### config.mk
export PLATFORM = sky130hd
export DESIGN_NAME = coprosit_alu_pipe
export DESIGN_NICKNAME = d
export VERILOG_FILES = /design/src/rtl/coprosit_alu_pipe.sv
export SDC_FILE = /design/constraint.sdc
export NUM_CORES = 1
export LEC_CHECK = 0
export ABC_AREA = 1
export CORE_MARGIN = 5
export CORE_UTILIZATION = 30
export DETAILED_ROUTE_END_ITERATION = 7
export HOLD_SLACK_MARGIN = 0.08
export SYNTH_ARGS = -nofsm -noshare
export SYNTH_HDL_FRONTEND = slang
export SYNTH_SLANG_ARGS = --single-unit
### constraint.sdc
create_clock -name clk_i -period 5.1 [get_ports clk_i]
set_input_delay 0.765 -clock clk_i [delete_from_list [all_inputs] [get_ports clk_i]]
set_output_delay 0.765 -clock clk_i [all_outputs]
set_load 0.01 [all_outputs]
### src/rtl/coprosit_alu_pipe.sv
// Two-stage elastic posit compare/min/max/neg/abs unit for the Coprosit coprocessor.
// S1 registers operands plus compare flags; S2 registers the final zero-extended result.
module coprosit_alu_pipe #(
    parameter int unsigned POSLEN = 32,
    parameter int unsigned XLEN   = 64,
    parameter int unsigned TAG_W  = 5
) (
    input  logic              clk_i,
    input  logic              rst_ni,
    input  logic              flush_i,
    input  logic              in_valid_i,
    output logic              in_ready_o,
    input  logic [POSLEN-1:0] operand_a_i,
    input  logic [POSLEN-1:0] operand_b_i,
    input  logic [2:0]        op_i,
    input  logic [TAG_W-1:0]  tag_i,
    output logic              out_valid_o,
    input  logic              out_ready_i,
    output logic [XLEN-1:0]   result_o,
    output logic [TAG_W-1:0]  tag_o,
    output logic              busy_o
);

    generate
        if (POSLEN < 2) begin : g_bad_poslen
            $error("coprosit_alu_pipe: POSLEN must be >= 2");
        end
        if (XLEN < POSLEN) begin : g_bad_xlen
            $error("coprosit_alu_pipe: XLEN must be >= POSLEN");
        end
    endgenerate

    typedef enum logic [2:0] {
        OP_EQ  = 3'd0,
        OP_LT  = 3'd1,
        OP_LE  = 3'd2,
        OP_MIN = 3'd3,
        OP_MAX = 3'd4,
        OP_NEG = 3'd5,
        OP_ABS = 3'd6,
        OP_RSV = 3'd7
    } op_e;

    typedef struct packed {
        logic [POSLEN-1:0] a;
        logic [POSLEN-1:0] b;
        op_e               op;
        logic [TAG_W-1:0]  tag;
        logic              less;
        logic              equal;
    } s1_t;

    s1_t              s1_q, s1_d;
    logic             s1_vld_q, s1_vld_d;
    logic [XLEN-1:0]  res_q, res_d;
    logic [TAG_W-1:0] tag_q, tag_d;
    logic             out_vld_q, out_vld_d;

    logic s2_adv, accept;

    // Posit order equals two's-complement integer order; NaR is the most negative code.
    logic signed [POSLEN:0] a_ext, b_ext;
    logic                   less_in, equal_in;

    assign a_ext    = {operand_a_i[POSLEN-1], operand_a_i};
    assign b_ext    = {operand_b_i[POSLEN-1], operand_b_i};
    assign less_in  = a_ext < b_ext;
    assign equal_in = operand_a_i == operand_b_i;

    assign s2_adv     = s1_vld_q & (~out_vld_q | out_ready_i);
    assign in_ready_o = ~flush_i & (~s1_vld_q | s2_adv);
    assign accept     = in_valid_i & in_ready_o;

    // NEG wraps mod 2^POSLEN, so 0 and NaR map to themselves.
    logic [POSLEN-1:0] neg_a;
    logic [XLEN-1:0]   res_calc;

    assign neg_a = ~s1_q.a + POSLEN'(1);

    always_comb begin
        res_calc = '0;
        case (s1_q.op)
            OP_EQ:   res_calc[0] = s1_q.equal;
            OP_LT:   res_calc[0] = s1_q.less;
            OP_LE:   res_calc[0] = s1_q.less | s1_q.equal;
            OP_MIN:  res_calc[POSLEN-1:0] = s1_q.less ? s1_q.a : s1_q.b;
            OP_MAX:  res_calc[POSLEN-1:0] = s1_q.less ? s1_q.b : s1_q.a;
            OP_NEG:  res_calc[POSLEN-1:0] = neg_a;
            OP_ABS:  res_calc[POSLEN-1:0] = s1_q.a[POSLEN-1] ? neg_a : s1_q.a;
            OP_RSV:  res_calc = '0;
            default: res_calc = '0;
        endcase
    end

    always_comb begin
        s1_d      = s1_q;
        s1_vld_d  = s1_vld_q;
        res_d     = res_q;
        tag_d     = tag_q;
        out_vld_d = out_vld_q;
        if (flush_i) begin
            s1_vld_d  = 1'b0;
            out_vld_d = 1'b0;
            res_d     = '0;
            tag_d     = '0;
        end else begin
            if (accept) begin
                s1_vld_d   = 1'b1;
                s1_d.a     = operand_a_i;
                s1_d.b     = operand_b_i;
                s1_d.op    = op_e'(op_i);
                s1_d.tag   = tag_i;
                s1_d.less  = less_in;
                s1_d.equal = equal_in;
            end else if (s2_adv) begin
                s1_vld_d = 1'b0;
            end

            if (s2_adv) begin
                out_vld_d = 1'b1;
                res_d     = res_calc;
                tag_d     = s1_q.tag;
            end else if (out_vld_q & out_ready_i) begin
                // Drained with nothing behind it: leave a clean idle output.
                out_vld_d = 1'b0;
                res_d     = '0;
                tag_d     = '0;
            end
        end
    end

    always_ff @(posedge clk_i or negedge rst_ni) begin
        if (!rst_ni) begin
            s1_q      <= '0;
            s1_vld_q  <= 1'b0;
            res_q     <= '0;
            tag_q     <= '0;
            out_vld_q <= 1'b0;
        end else begin
            s1_q      <= s1_d;
            s1_vld_q  <= s1_vld_d;
            res_q     <= res_d;
            tag_q     <= tag_d;
            out_vld_q <= out_vld_d;
        end
    end

    assign out_valid_o = out_vld_q;
    assign result_o    = res_q;
    assign tag_o       = tag_q;
    assign busy_o      = s1_vld_q | out_vld_q;

endmodule

# After elaboration in Yosys (flattened, before gate mapping)
# Cells that the tools add are included.
# totals
reg_bits	145
in_bits	77
out_inout_bits	72
elab_cells	53
# op_classes
add_sub_neg	1
magnitude_cmp	1
eq_ne	8
n_mux	17
bitwise	12
n_reduce_logical	4
# op_table
cell	count
2-to-1 mux 64 bit	3
one-hot mux 31 bit (4 select lines)	1
2-to-1 mux 32 bit	3
adder 32 x 1 -> 32 bit, second input constant	1
== test 32 bit	1
less-than comparator 32 bit	1
NOT 32 bit	1
2-to-1 mux 5 bit	3
== test 3 bit, second input constant	4
one-hot mux 1 bit (8 select lines)	1
== test 3 x 2 -> 1 bit, second input constant	2
2-to-1 mux 1 bit	6
nonzero test 3 bit	2
AND 1 bit	4
OR 1 bit	4
== test 3 x 1 -> 1 bit, second input constant	1
logical NOT 3 bit	1
NOT 1 bit	3
AND reduction 2 bit	1

# Depth between registers and ports, before layout
# Gate-level depths: netlist (run 1).
# depth
ltp_word	8
depth_mapped	16
depth_no_buf	16

# Least setup slack after synthesis (run 1)
# Ideal clock, no wire load.
# synth_timing
kind	in2out
startpoint	in out_ready_i
endpoint	out in_ready_o
arrival_time_ps	1143
required_ps	4335
slack_ps	3192
stages	4
n_path_buf	0
cell_sequence	nor2_1 nand2_1 nand2_1 inv_1
# synth_between
elab_chain_cells	4
# synth_lines
item	line_no	source
start: declaration	18	input logic out_ready_i,
OR 1 bit	70	assign s2_adv = s1_vld_q & (~out_vld_q | out_ready_i);
AND 1 bit	70	
OR 1 bit	71	assign in_ready_o = ~flush_i & (~s1_vld_q | s2_adv);
AND 1 bit	71	
end: declaration	12	output logic in_ready_o,
# No other way between the ends.

# Final worst setup path (run 1)
# Ends and elaborated chain as after synthesis.

==> results of run 1 <==
## area by class of cell
class,instances,share of cell area
clock inverters,9,0.0198
clock buffers,22,0.0526
inverters,128,0.0536
well taps,319,0.0443
flip-flops and latches,113,0.314
repair buffers,119,0.131
multi-input cells,706,0.385
## critical path, stage by stage
cell and delay, ns:
clkdlybuf4s50_1 0.40, nor2_1 0.18, nand2_1 0.09, nand2_1 0.13
inv_1 0.05, clkdlybuf4s50_1 0.47
## layout by cell type (no fill, tap or decap), drive strengths merged, types with 7 or more instances in the layout
cell type      Yosys  final
nor2              81     81
o22ai              7      7
o211ai             7      7
clkdlybuf4s50      0    115
nand3             78     78
dfrtp            113    113
ha                34     34
conb               1     32
inv              126    126
a21oi             35     35
nand2            297    297
clkbuf            15     22
o21ai            109    109
nand4             10     10
## where the power goes
group / total [mW] / internal [mW] / switching [mW]
Sequential: 1.06 / 0.988 / 0.0679
Combinational: 0.606 / 0.220 / 0.386
Clock: 1.33 / 0.902 / 0.423
Total: 2.99 / 2.11 / 0.877
## layer usage
layer  share of wire  GRT usage
met1            0.47      0.214
met2            0.46      0.250
met5               0          0
met3           0.061     0.0464
met4           0.012     0.0381
## registers in the layout, summed over array words and instances, names as in the netlist
| name | count |
|---|---|
| result_o | 32 |
| s1_vld_q | 1 |
| s1_q | 74 |
| tag_o | 5 |
| out_valid_o | 1 |
## how the worst max path moves through the flow
stage | startpoint | endpoint | slack [ns] | cells after the start
2_1_floorplan | out_ready_i | in_ready_o | 3.19 | 4
3_3_place_gp | flush_i | s1_q[38]$_DFFE_PN0P_ | 2.03 | 6
3_5_place_dp | flush_i | s1_q[66]$_DFFE_PN0P_ | 1.95 | 6
4_1_cts | out_ready_i | in_ready_o | 2.24 | 6
5_1_grt | flush_i | s1_q[33]$_DFFE_PN0P_ | 2.14 | 7
6_report | out_ready_i | in_ready_o | 2.25 | 6
## per-stage QoR
stage / util / cells / cell area, um2 / total power, mW
3_5_place_dp: 0.360 / 1385 / 8360 / 1.67
6_report: 0.388 / 1416 / 9020 / 2.99
2_1_floorplan: - / 1004 / 7140 / 1.45
5_1_grt: 0.388 / 1416 / 9020 / 3.15
4_1_cts: 0.388 / 1416 / 9020 / 3.02
3_3_place_gp: 0.360 / 1385 / 8360 / 1.67
## cell families (layout without fill, tap and decap cells)
| family | after synthesis | count (layout) | share of synthesized area |
|---|---|---|---|
| AOI/OAI and AO/OA | 168 | 168 | 0.130 |
| adders and majority gates | 34 | 34 | 0.0606 |
| and+or+nand+nor | 470 | 470 | 0.282 |
| DFF | 113 | 113 | 0.402 |
| other | 1 | 32 | 0.000534 |
| xor gates and xnor gates | 2 | 2 | 0.00249 |
| buffers and inverters | 185 | 278 | 0.121 |
==> results.sh, run 1 <==
export IMPL_num_antenna_cells=0
export IMPL_drt_wl_total_mm=20.8
export IMPL_regArea_um2=2830
export IMPL_first_pass_iters=5
export IMPL_ys_types=37
export IMPL_io_pin_count=149
export IMPL_status="completed"
export IMPL_die_y_um=163
export IMPL_synth_area_um2=7030
export IMPL_yosysSeqAreaShare=0.402
export IMPL_grt_antenna_before_repair=0
export IMPL_max_slew_worst_pin_slew_ns=1.17
export IMPL_yosysMostFrequentCell="nand2_1"
export IMPL_gp_congestion=0.921
export IMPL_rr_worst_depth=7
export IMPL_grt_pass1_vias=6237
export IMPL_cts_tree="built"
export IMPL_drt_iter0_markers=487
export IMPL_cts_inserted_buffers=17
export IMPL_hold_viol_final=0
export IMPL_multi_input_area_um2=3470
export IMPL_clock_latency_ns=0.42
export IMPL_critPathArrivalTime_ns=2.08
export IMPL_placementRows=56
export IMPL_synthTopCellsByCount="289 x nand2_1, 117 x inv_1, 113 x dfrtp_1"
export IMPL_cap_violations=0
export IMPL_slew_headroom=0.217
export IMPL_clock_sinks=113
export IMPL_vias_per_cell=4.53
export IMPL_ctsLongestPathBuffers=2
export IMPL_fin_crit_sh=0.558
export IMPL_hold_ws_ns=0.426
export IMPL_post_cts_buffers=0
export IMPL_num_vias=6416
export IMPL_r2r_slack_ns=2.76
export IMPL_htree_levels=4
export IMPL_clk_pin_slew_ns=0.05
export IMPL_tns_ns=0
export IMPL_io_buffers=116
export IMPL_skew_ns=0.0103
export IMPL_yosysWarnings=0
export IMPL_dpl_worst_slack_ns=1.95
export IMPL_cp_max_fo=3
export IMPL_setup_slack_ns=2.25
export IMPL_cts_resized_gates=0
export IMPL_rsz0062_at_grt="no"
export IMPL_grt_max_degree=60
export IMPL_fin_nets=1196
export IMPL_ys_flop_type="dfrtp_1"
export IMPL_drc=0
export IMPL_p_leak_nw=4.29
export IMPL_power_density_nw_per_um2=331
export IMPL_die_area_um2=26600
export IMPL_timing_fmax_mhz=351
export IMPL_cp_start_kind="primary input"
export IMPL_drv_slew=0
export IMPL_grtUsageTotal=0.158
export IMPL_r2r_end="s1_q[36]$_DFFE_PN0P_"
export IMPL_syn_avg_cell_area_um2=7.22
export IMPL_post_synth_main_area_contributors="dfrtp_1 40%, nand2_1 15%, o21ai_0 7.5%"
export IMPL_synth_async_sr_flop_share=1.00
export IMPL_min_path_type="primary input to async pin"
export IMPL_fill_cells=2433
export IMPL_synth_seq_cells=113
export IMPL_grt_pass1_wl_mm=33.1
export IMPL_ant_nets=0
export IMPL_crit_required_ns=4.34
export IMPL_hold_buffers=0
export IMPL_initial_core_util=0.302
export IMPL_synth_largest_area_cell="dfrtp_1"
export IMPL_synth_top_area_share=0.402
export IMPL_synth_edff_count=0
export IMPL_setup_violations=0
export IMPL_netlist_instances=973
export IMPL_fin_crit_ns=2.85
export IMPL_root_buffer="clkbuf_16"
export IMPL_route_detailed_wl_per_inst_um=14.7
export IMPL_end_kind="output port"
export IMPL_worstSetupPathType="primary input to output port"
export IMPL_dieWidth_um=163
export IMPL_core_area_um2=23300
export IMPL_r2r_start="out_valid_o$_DFFE_PN0P_"
export IMPL_syn_to_final_growth_pct=28.4
export IMPL_overflow=0
export IMPL_ir_drop_mv=0.158
export IMPL_drive_above_1_share=0.0583
export IMPL_dp_hpwl_mm=15.7
Power figures use the tool's default switching activity.
==> run 2, diff against run 1 <==
==> constraint.sdc (replaced) <==
create_clock -name clk_i -period 2.5 [get_ports clk_i]
set_input_delay 0.375 -clock clk_i [delete_from_list [all_inputs] [get_ports clk_i]]
set_output_delay 0.375 -clock clk_i [all_outputs]
set_load 0.01 [all_outputs]
==> run 2 against run 1 <==
  * Cell count rose by 0.78%
  * Setup slack got worse by 1.9 ns
  * Hold slack improved by 0.049 ns
  * Power rose by 95%
  * Largest cell class unchanged
  * Largest power group unchanged
==> results.sh, run 2 (synthesized netlist as in run 1, its figures left out) <==
export IMPL_totalPowerFinal_mw=5.81
export IMPL_io_pin_count=149
export IMPL_regArea_um2=2830
export IMPL_clock_sinks=113
export IMPL_ctsLongestPathBuffers=2
export IMPL_final_core_util=0.390
export IMPL_dieWidth_um=163
export IMPL_timing_fmax_mhz=473
export IMPL_die_y_um=163
export IMPL_max_slew_worst_pin_slew_ns=0.690
export IMPL_cp_start_kind="flip-flop"
export IMPL_setup_violations=0
export IMPL_clock_latency_ns=0.43
export IMPL_top_register="s1_q"
export IMPL_fin_crit_ns=2.11
export IMPL_num_vias=6581
export IMPL_dp_hpwl_mm=16.2
export IMPL_min_path_type="flip-flop to flip-flop"
export IMPL_htree_levels=4
export IMPL_overflow=0
export IMPL_grt_pass1_wl_mm=33.5
export IMPL_grt_max_degree=114
export IMPL_place_area_um2=8470
export IMPL_core_area_um2=23300
export IMPL_hold_viol_final=0
export IMPL_p_leak_nw=4.31
export IMPL_dp_cells=1394
export IMPL_cp_max_fo=4
export IMPL_cts_tree="built"
export IMPL_initial_core_util=0.302
export IMPL_fin_crit_sh=0.845
export IMPL_clk_pin_slew_ns=0.06
export IMPL_power_density_nw_per_um2=642
export IMPL_setup_slack_ns=0.387
export IMPL_grt_antenna_before_repair=0
export IMPL_vias_per_cell=4.61
export IMPL_skew_ns=0.0103
export IMPL_ant_nets=0
export IMPL_end_kind="flip-flop"
export IMPL_hold_ws_ns=0.475
export IMPL_largest_reg_flops=74
export IMPL_fin_cells=1427
export IMPL_drt_iter0_markers=404
export IMPL_syn_to_final_growth_pct=29.0
export IMPL_root_buffer="clkbuf_16"
export IMPL_drv_slew=0
export IMPL_die_area_um2=26600
export IMPL_num_antenna_cells=0
export IMPL_drive_above_1_share=0.0686
export IMPL_first_pass_iters=5
export IMPL_cts_resized_gates=0
export IMPL_grt_pass1_vias=6403
export IMPL_dpl_worst_slack_ns=0.225
export IMPL_ir_drop_mv=0.446
export IMPL_grtUsageTotal=0.162
export IMPL_fill_cells=2504
export IMPL_drt_wl_total_mm=21.6
export IMPL_drc=0
export IMPL_critPathArrivalTime_ns=2.45
export IMPL_io_buffers=116
export IMPL_route_detailed_wl_per_inst_um=15.1
export IMPL_stdcell_area_um2=9060
export IMPL_rsz0062_at_grt="no"
export IMPL_cap_violations=0
export IMPL_cts_inserted_buffers=17
export IMPL_crit_required_ns=2.84
export IMPL_fin_nets=1206
export IMPL_slew_headroom=0.540
export IMPL_multi_input_area_um2=3470
export IMPL_gp_congestion=0.903
export IMPL_final_common_cell="nand2_1"
export IMPL_placementRows=56
export IMPL_tns_ns=0
export IMPL_final_cell_mix="289 x nand2_1, 117 x inv_1, 115 x clkdlybuf4s50_1, 113 x dfrtp_1, 105 x o21ai_0"
export IMPL_status="completed"
export IMPL_worstSetupPathType="flip-flop to flip-flop"
==> run 2: cell count changes in the layout (fill, tap and decap cells not counted), sizes merged <==
cell | previous run | this run
clkinv | 4 | 5
clkinvlp | 2 | 5
clkbuf | 22 | 19
bufinv | 5 | 1
inv | 126 | 130
buf | 4 | 13
dlygate4sd3 | 0 | 1
==> run 2: final timing paths <==
check / start / endpoint / slack, ns / depth (start not counted)
setup / recovery: s1_q[52]$_DFFE_PN0P_ / result_o[31]$_DFFE_PN0P_ / 0.39 / 11
hold / removal: result_o[29]$_DFFE_PN0P_ / result_o[29]$_DFFE_PN0P_ / 0.47 / 2
setup reg to reg: s1_q[52]$_DFFE_PN0P_ / result_o[31]$_DFFE_PN0P_ / 0.39 / 11
hold reg to reg: result_o[29]$_DFFE_PN0P_ / result_o[29]$_DFFE_PN0P_ / 0.47 / 2
max in group asynchronous: rst_ni / s1_q[42]$_DFFE_PN0P_ / 1.38 / 3
min in group asynchronous: rst_ni / s1_q[34]$_DFFE_PN0P_ / 0.58 / 3
==> run 2: area by class of cell <==
type                       instances  area share
timing repair buffer             129       0.143
clock inverter                    13      0.0142
multi-input combinational        706       0.383
clock buffer                      19      0.0500
inverter                         128      0.0533
tap                              319      0.0440
sequential                       113       0.312
==> run 2: repair_timing <==
item,4_1_cts,5_1_grt
hold endpoints to repair,38,0
hold buffers,1,0
buffers inserted,0,0
endpoints found under the setup margin,0,0
==> run 2: worst max-delay path: stages, from the launching register on <==
cell and delay, ns:
dfrtp_1 0.39, nor2_1 0.25, nand3_1 0.13, nor2_1 0.18, nand3_1 0.19, nor3_1 0.19
ha_1 0.26, nor2_1 0.10, a21oi_1 0.04, o21ai_0 0.07, a21oi_1 0.06, o21ai_0 0.16
==> run 2: layer usage <==
layer | vias to the layer above | part of all wire | GRT usage
met2 | 188 | 0.46 | 0.263
met1 | 3049 | 0.46 | 0.212
met4 | 0 | 0.019 | 0.0454
met5 | - | 0 | 0
li1 | 3319 | - | -
met3 | 25 | 0.062 | 0.0449
==> run 2: power breakdown <==
part | switching [mW] | total (mW) | internal, mW | leakage [nW]
Clock | 0.951 | 2.38 | 1.43 | 0.269
Sequential | 0.130 | 2.14 | 2.01 | 1.46
Combinational | 0.813 | 1.28 | 0.471 | 2.59
==> run 3, diff against run 2 <==
==> constraint.sdc (replaced) <==
create_clock -name clk_i -period 1.71 [get_ports clk_i]
set_input_delay 0.2565 -clock clk_i [delete_from_list [all_inputs] [get_ports clk_i]]
set_output_delay 0.2565 -clock clk_i [all_outputs]
set_load 0.01 [all_outputs]
==> run 3 against run 2 <==
  * The run now ends with negative setup slack left
  * Global-route usage increased by 1.0 points
  * Sequential share of layout area decreased by 5.5 points
  * Fmax increased by 19%
  * Non-clock buffer count increased by 188
==> results.sh, run 3 (synthesized netlist as in run 1, its figures left out) <==
export IMPL_p_leak_nw=5.38
export IMPL_rsz0062_at_grt="yes"
export IMPL_drt_iter0_markers=464
export IMPL_die_y_um=163
export IMPL_cp_start_kind="flip-flop"
export IMPL_route_detailed_wl_per_inst_um=14.3
export IMPL_io_pin_count=149
export IMPL_cpMostUsedCell="a21oi_1"
export IMPL_drc=0
export IMPL_fin_crit_sh=1.04
export IMPL_timing_fmax_mhz=564
export IMPL_largest_reg_flops=74
export IMPL_hold_viol_final=0
export IMPL_grt_pass1_wl_mm=36.0
export IMPL_fin_nets=1394
export IMPL_setup_violations=9
export IMPL_cts_tree="built"
export IMPL_dieWidth_um=163
export IMPL_clk_pin_slew_ns=0.06
export IMPL_grtUsageTotal=0.172
export IMPL_cap_violations=0
export IMPL_setup_slack_ns=-0.0625
export IMPL_syn_to_final_growth_pct=56.8
export IMPL_num_antenna_cells=0
export IMPL_drive_above_1_share=0.271
export IMPL_min_path_type="primary input to flip-flop"
export IMPL_drt_wl_total_mm=23.2
export IMPL_core_area_um2=23300
export IMPL_clock_latency_ns=0.42
export IMPL_critical_path_slowest_cell="dfrtp_1"
export IMPL_die_area_um2=26600
export IMPL_dp_hpwl_mm=17.4
export IMPL_num_vias=7332
export IMPL_worstSetupPathType="flip-flop to flip-flop"
export IMPL_io_buffers=116
export IMPL_vias_per_cell=4.54
export IMPL_root_buffer="clkbuf_16"
export IMPL_ctsLongestPathBuffers=2
export IMPL_grt_antenna_before_repair=0
export IMPL_min_to="s1_q[30]$_DFFE_PN0P_"
export IMPL_critPathArrivalTime_ns=2.12
export IMPL_ir_drop_mv=0.436
export IMPL_overflow=0
export IMPL_placementRows=56
export IMPL_power_density_nw_per_um2=893
export IMPL_violations="negative setup slack"
export IMPL_crit_chain="nor2_2 -> nand2_1 -> nor2_4 -> nand3_2 -> nor3_2 -> ha_1 -> nor2_1 -> a21oi_1 -> o21ai_0 -> a21oi_1 -> o21ai_1"
export IMPL_status="complete, but fails checks"
export IMPL_top_register="s1_q"
export IMPL_htree_levels=4
export IMPL_first_pass_iters=5
export IMPL_clock_sinks=113
export IMPL_drv_slew=0
export IMPL_r2r_end="result_o[31]$_DFFE_PN0P_"
export IMPL_grt_max_degree=58
export IMPL_tns_ns=-0.248
export IMPL_grt_pass1_vias=7070
export IMPL_cp_max_fo=2
export IMPL_whs_path_depth=4
export IMPL_gp_congestion=0.937
export IMPL_final_core_util=0.474
export IMPL_cts_inserted_buffers=17
export IMPL_final_cell_mix="275 x nand2_1, 187 x buf_4, 113 x dfrtp_1, 111 x clkdlybuf4s50_1, 104 x inv_1"
export IMPL_skew_ns=0.00604
export IMPL_final_common_cell="nand2_1"
export IMPL_fin_crit_ns=1.77
export IMPL_slowest_delay_ns=0.39
export IMPL_hp_start="operand_b_i[20]"
export IMPL_r2r_start="s1_q[48]$_DFFE_PN0P_"
export IMPL_rr_worst_depth=11
export IMPL_ant_nets=0
export IMPL_r2r_slack_ns=-0.06
export IMPL_crit_required_ns=2.06
export IMPL_end_kind="flip-flop"
export IMPL_initial_core_util=0.302
[run 3: how the worst max path moves through the flow]
stage,cells past startpoint,to,slack [ns],start
after floorplan,11,result_o[31]$_DFFE_PN0P_,0.01,s1_q[51]$_DFFE_PN0P_
after global placement,12,s1_q[1]$_DFFE_PN0P_,-0.33,operand_b_i[23]
after detailed placement,12,s1_q[1]$_DFFE_PN0P_,-0.33,operand_b_i[23]
after CTS,11,result_o[31]$_DFFE_PN0P_,-0.09,s1_q[48]$_DFFE_PN0P_
after global routing,11,result_o[31]$_DFFE_PN0P_,-0.16,s1_q[48]$_DFFE_PN0P_
final,11,result_o[31]$_DFFE_PN0P_,-0.06,s1_q[48]$_DFFE_PN0P_
[run 3: power breakdown]
group          leakage [nW]  internal (mW)  total (mW)  switching [mW]
Combinational          3.61           1.27        2.73            1.46
Clock                 0.314           2.60        3.96            1.36
Sequential             1.46           2.95        3.14           0.195
[run 3: critical path: cells and delay by family (launching register included)]
family | cells | cell delay, ns
AOI/OAI and AO/OA | 4 | 0.29
adders and majority gates | 1 | 0.25
DFF | 1 | 0.39
and+or+nand+nor | 6 | 0.76
[run 3: repair_timing]
item	CTS	global route
hold endpoints to repair	27	0
buffers inserted	8	10
pin swaps	5	30
hold buffers	1	0
endpoints found under the setup margin	18	33
gates resized for setup	29	94
[run 3: cell type report]
class,instances,area (um2)
inverters,128,494
clock inverters,15,235
repair buffers,317,2800
multi-input cells,706,3830
well taps,319,399
clock buffers,17,425
fillers,2339,12200
flip-flops and latches,113,2830
[run 3: metal layers]
metal	global-route usage	wire length (um)
met5	0	0
met4	0.0492	466
met3	0.0457	1330
met2	0.283	11000
met1	0.223	10300
[run 3: through the flow]
stage	cells	hold WS, ns	worst slack [ns]	cell area, um2	power [mW]
6_report	1615	0.186	-0.0625	11000	9.84
5_1_grt	1615	0.202	-0.157	11000	10.3
4_1_cts	1605	0.353	-0.0851	10600	9.71
3_5_place_dp	1564	0.246	-0.335	9840	5.62
3_3_place_gp	1564	0.242	-0.325	9840	5.59
2_1_floorplan	1004	-0.0391	0.0130	7160	4.34
